### src/rtl/imm_pkg.sv
// Immediate formats and extraction helper for the decode pipeline.
// imm_calc always builds a 64-bit value; callers keep the low XLEN bits.
package imm_pkg;

   typedef enum logic [2:0] {
      IMM_I   = 3'd0,
      IMM_S   = 3'd1,
      IMM_B   = 3'd2,
      IMM_J   = 3'd3,
      IMM_U   = 3'd4,
      IMM_Z   = 3'd5,
      IMM_SH  = 3'd6,
      IMM_RSV = 3'd7
   } imm_type_e;

   typedef struct packed {
      logic        err;
      logic [63:0] imm;
   } imm_res_t;

   // Sign-extended formats are built at 64 bits; the low 32 bits are
   // identical to a native 32-bit extension, so XLEN=32 just truncates.
   // Only the shift amount differs by width (5 vs 6 bits).
   function automatic imm_res_t imm_calc(
      input logic [31:0] inst,
      input imm_type_e   ty,
      input logic        xlen64
   );
      imm_res_t r;
      r.err = 1'b0;
      r.imm = '0;
      unique case (ty)
         IMM_I:   r.imm = {{52{inst[31]}}, inst[31:20]};
         IMM_S:   r.imm = {{52{inst[31]}}, inst[31:25], inst[11:7]};
         IMM_B:   r.imm = {{51{inst[31]}}, inst[31], inst[7],
                           inst[30:25], inst[11:8], 1'b0};
         IMM_J:   r.imm = {{43{inst[31]}}, inst[31], inst[19:12],
                           inst[20], inst[30:21], 1'b0};
         IMM_U:   r.imm = {{32{inst[31]}}, inst[31:12], 12'h000};
         IMM_Z:   r.imm = {59'd0, inst[19:15]};
         IMM_SH:  r.imm = {58'd0, xlen64 & inst[25], inst[24:20]};
         IMM_RSV: r.err = 1'b1;
      endcase
      return r;
   endfunction

endpackage

### src/rtl/imm_extract_stage_skid.sv
// Generic 2-entry valid/ready skid buffer (output reg + one skid entry).
// Ports: clk, rst_n, flush, in_valid/in_ready/in_data, out_valid/out_ready/out_data.
module imm_skid_buf #(
   parameter int W = 8
) (
   input  logic         clk,
   input  logic         rst_n,
   input  logic         flush,
   input  logic         in_valid,
   output logic         in_ready,
   input  logic [W-1:0] in_data,
   output logic         out_valid,
   input  logic         out_ready,
   output logic [W-1:0] out_data
);

   logic         ov_q, ov_d;
   logic         sv_q, sv_d;
   logic         rdy_q, rdy_d;
   logic [W-1:0] od_q, od_d;
   logic [W-1:0] sd_q, sd_d;

   logic in_fire;
   logic out_fire;

   assign in_fire  = in_valid & rdy_q;
   assign out_fire = ov_q & out_ready;

   always_comb begin
      ov_d = ov_q;
      od_d = od_q;
      sv_d = sv_q;
      sd_d = sd_q;
      if (flush) begin
         ov_d = 1'b0;
         sv_d = 1'b0;
      end else if (!ov_q || out_fire) begin
         // Output slot frees up: skid entry (older) goes first.
         if (sv_q) begin
            ov_d = 1'b1;
            od_d = sd_q;
            sv_d = in_fire;
            if (in_fire) sd_d = in_data;
         end else begin
            ov_d = in_fire;
            if (in_fire) od_d = in_data;
         end
      end else if (in_fire) begin
         sv_d = 1'b1;
         sd_d = in_data;
      end
      // Ready is registered from next skid state: no out_ready path.
      rdy_d = !sv_d;
   end

   always_ff @(posedge clk or negedge rst_n) begin
      if (!rst_n) begin
         ov_q  <= 1'b0;
         sv_q  <= 1'b0;
         rdy_q <= 1'b0;
         od_q  <= '0;
         sd_q  <= '0;
      end else begin
         ov_q  <= ov_d;
         sv_q  <= sv_d;
         rdy_q <= rdy_d;
         od_q  <= od_d;
         sd_q  <= sd_d;
      end
   end

   assign in_ready  = rdy_q;
   assign out_valid = ov_q;
   assign out_data  = od_q;

endmodule

### src/rtl/imm_extract_stage.sv
// Registered immediate-extraction stage with skid buffer and flush.
// Ports: clk, rst_n, flush, in_* (valid/ready/inst/type/tag), out_* (valid/ready/imm/err/tag).
module imm_extract_stage
   import imm_pkg::*;
#(
   parameter int XLEN  = 32,
   parameter int TAG_W = 5
) (
   input  logic             clk,
   input  logic             rst_n,
   input  logic             flush,
   input  logic             in_valid,
   output logic             in_ready,
   input  logic [31:0]      in_inst,
   input  logic [2:0]       in_type,
   input  logic [TAG_W-1:0] in_tag,
   output logic             out_valid,
   input  logic             out_ready,
   output logic [XLEN-1:0]  out_imm,
   output logic             out_err,
   output logic [TAG_W-1:0] out_tag
);

   localparam int W = 1 + XLEN + TAG_W;

   generate
      if (XLEN != 32 && XLEN != 64) begin : g_bad_xlen
         $error("imm_extract_stage: XLEN must be 32 or 64");
      end
   endgenerate

   imm_res_t       res;
   logic [W-1:0]   in_data;
   logic [W-1:0]   out_data;

   assign res     = imm_calc(in_inst, imm_type_e'(in_type), XLEN == 64);
   assign in_data = {res.err, res.imm[XLEN-1:0], in_tag};

   generate
      if (XLEN < 64) begin : g_hi
         logic unused_hi;
         assign unused_hi = ^res.imm[63:XLEN];
      end
   endgenerate

   imm_skid_buf #(
      .W(W)
   ) u_skid (
      .clk       (clk),
      .rst_n     (rst_n),
      .flush     (flush),
      .in_valid  (in_valid),
      .in_ready  (in_ready),
      .in_data   (in_data),
      .out_valid (out_valid),
      .out_ready (out_ready),
      .out_data  (out_data)
   );

   assign {out_err, out_imm, out_tag} = out_data;

endmodule

### config.mk
export PLATFORM = sky130hd
export DESIGN_NAME = imm_extract_stage
export DESIGN_NICKNAME = d
export VERILOG_FILES = /design/src/rtl/imm_pkg.sv /design/src/rtl/imm_extract_stage_skid.sv /design/src/rtl/imm_extract_stage.sv
export SDC_FILE = /design/constraint.sdc
export NUM_CORES = 1
export LEC_CHECK = 0
export ABC_AREA = 0
export ABC_CLOCK_PERIOD_IN_PS = 3100
export CORE_MARGIN = 2
export CORE_UTILIZATION = 55
export DETAILED_ROUTE_END_ITERATION = 10
export GPL_ROUTABILITY_DRIVEN = 0
export PLACE_DENSITY_LB_ADDON = 0.12
export SKIP_LAST_GASP = 1
export SLEW_MARGIN = 20
export SYNTH_ARGS = -nofsm -noshare
export SYNTH_HDL_FRONTEND = slang
export SYNTH_SLANG_ARGS = --single-unit
export TNS_END_PERCENT = 30
### constraint.sdc
create_clock -name clk -period 3.1 [get_ports clk]
set_input_delay 0.62 -clock clk [delete_from_list [all_inputs] [get_ports clk]]
set_output_delay 0.62 -clock clk [all_outputs]
set_load 0.01 [all_outputs]
==> flow_summary.toml <==
[place]
portBuffers = 77
dpl_cell_area_um2 = 4680
placedCellCount = 542
place_hpwl_um = 5500

[timing]
rsz0062_at_grt = "false"
slew_violations = 0
setup_viol = 0
fin_crit_ns = 2.43
final_hold_viol_count = 0
slew_headroom = 0.417
worst_clock_skew_ns = 0.00764
worst_slew_pin_slew_ns = 0.873
clock.fmax_mhz = 411
fin_setup_tns_ns = 0
post-route-period-util = 0.785

[yosys]
async_reset_ff_frac = 1.00
yosysWarnings = 0
yosysUniqueCellTypes = 37
synth_area_leader_cell = "dfrtp_1"
synth_common_cells = "dfrtp_1 (79), nand2_1 (71), o21ai_0 (47)"
syn-num-nets = 440
synth-simple-area-share = 0.162
synth_top_family_by_area = "compound AO/OA/AOI/OAI gates"
ys_ff_latch = 79
ys.flop_type = "dfrtp_1"
syn_area_per_cell_um2 = 9.81
synth_area_um2 = 3880
synth-edff-count = 0
ys_top_cells_by_area = "dfrtp_1 (51%), mux2_2 (8.4%), nand2_1 (6.9%), o21ai_0 (6.1%), a21oi_1 (3.7%)"
synth.area.mux_share = 0.113
synth.most_common_cell = "dfrtp_1"
synth_top_area_frac = 0.510
syn_inst = 395
synth_fa_ha_area_frac = 0.00258
ys_seq_area_frac = 0.510
synthXorXnorAreaFrac = 0.00710
synth-compound-area-share = 0.162

[power]
ir_drop_mv = 0.390
powerDensity_nw_per_um2 = 575
clkPwrFrac = 0.289
sw_frac_of_total = 0.275
finalPower_mw = 2.83
p_switching_mw = 0.777
internal-power_mw = 2.05
p_leak_nw = 2.03
p_seq_frac = 0.477
power_frac_comb = 0.234

[floorplan]
rows = 30
die_width_um = 88.0
die_h_um = 88.0
io_pins = 85
die_area_um2 = 7740
initial_core_util = 0.571
core_um2 = 6790

[cells_and_area]
layoutNonFillerInstCount = 558
area_delta_synth_final_pct = 26.8
drive_above_1_share = 0.141
n_antenna_cell = 0
finalNetCount = 503
design_area_um2 = 4910

[routing]
drc = 0
routedWlPerCell_um = 15.4
vias_per_cell = 5.55
met1_length_um = 4130
wl_met2_um = 3880
dr_wl_met3_um = 436
wirelength_um = 8600
dr.pass1.iters = 4
vias = 3098
highest_layer = "met4"
drt-initial-drc-count = 213
antenna_left = 0

[global_routing]
grt_max_degree = 80
grt_use_total = 0.232
antenna_found_initial = 0
grt_pass1_wl_um = 13800
overflow = 0
first_global_vias = 2878

[cts]
root_buffer = "clkbuf_8"
worstSkewPairLatency_ns = 0.35
clkTransAtPathRegs_ns = 0.08
h-tree-depth = 3
numCtsBuffers = 9
cts_sinks = 79
holdBufCountCts = 0
cts_setup_buffers = 0
cts_resized = 0
cts_tree = "yes"
clockBufferDepth = 2

[worst_setup_path]
cp_max_fo = 12
critical_path_class = "in2reg"
end_kind = "register"
critPathLaunchType = "input port"
critPathArrivalTime_ns = 2.72
required_ns = 3.38

[hold_path]
hp-class = "in2async"

[run]
drv_cap = 0

[status]
status = "completed"
-- state kept, by name, indices dropped and copies added, names as in the netlist --
signal,cells
u_skid.sd_q,38
u_skid.out_data,38
u_skid.in_ready,1
u_skid.out_valid,1
u_skid.sv_q,1
-- metrics by stage --
stage | hold slack, ns | util | worst slack, ns
finish | 0.193 | 0.723 | 0.667
global route | 0.216 | 0.723 | 0.504
CTS | 0.460 | 0.719 | 0.679
detailed placement | 0.471 | 0.688 | 0.375
global placement | 0.461 | 0.688 | 0.381
floorplan | 0.324 | - | 1.45
-- power by group through the flow --
stage	Combinational, mW	Clock (mW)	Sequential [mW]
2_1_floorplan	0.297	0	1.39
3_3_place_gp	0.644	0	1.36
3_5_place_dp	0.660	0	1.37
4_1_cts	0.664	0.842	1.35
5_1_grt	0.730	0.886	1.37
6_report	0.663	0.817	1.35
-- final timing paths --
kind	from	end	slack (ns)	cells past startpoint
max	in_type[2]	u_skid.out_data[31]$_DFFE_PN0P_	0.67	5
min in group clk	u_skid.sd_q[10]$_DFFE_PN0P_	u_skid.sd_q[10]$_DFFE_PN0P_	0.48	2
min	rst_n	u_skid.out_data[20]$_DFFE_PN0P_	0.19	1
max in group asynchronous	rst_n	u_skid.sv_q$_DFF_PN0_	2.32	2
max reg2reg	u_skid.out_valid$_DFFE_PN0P_	u_skid.out_data[24]$_DFFE_PN0P_	1.27	5
min reg2reg	u_skid.sd_q[10]$_DFFE_PN0P_	u_skid.sd_q[10]$_DFFE_PN0P_	0.48	2
-- critical path, stage by stage --
cell and delay (ns):
clkdlybuf4s50_1 0.76, nor3b_2 0.75, a21oi_1 0.20, o21ai_0 0.21, mux2_2 0.17
-- cells in the final DEF, fill, tap and decap left out, types with 2 or more instances in the layout --
cell type,Yosys,routed
nand3b_1,8,8
mux2_2,29,29
bufinv_16,0,2
o21ai_0,47,47
nand2_1,71,71
a22oi_1,4,4
nor2_1,11,11
nand3_1,20,20
clkdlybuf4s50_1,0,76
o211ai_2,5,4
dfrtp_1,79,78
buf_4,4,7
mux2i_1,11,11
o211ai_1,9,9
clkbuf_8,0,9
a21oi_1,29,29
inv_1,2,2
o21ai_1,10,10
nor2b_1,2,2
nand2b_1,9,9
clkinvlp_4,0,2
-- kinds of logic after synthesis --
logic type,Yosys count
DFF,79
adders and majority gates,1
muxes,40
buffers and inverters,35
xor gates and xnor gates,1
AOI/OAI and AO/OA,108
and+or+nand+nor,131
-- layout make-up --
cell class / instances / area, um^2
Sequential cell: 79 / 1980
Multi-Input combinational cell: 281 / 1740
Clock buffer: 10 / 128
Fill cell: 510 / 1880
Clock inverter: 5 / 83.8
Inverter: 2 / 7.51
Tap cell: 96 / 120
Timing Repair Buffer: 85 / 861
-- per-layer routing --
layer | GRT usage | vias to the layer above
met5 | 0 | -
met4 | 0.0951 | 0
met3 | 0.0462 | 12
met2 | 0.334 | 89
met1 | 0.343 | 1495
li1 | - | 1502
Note: power is estimated with default switching activity, not from simulation.
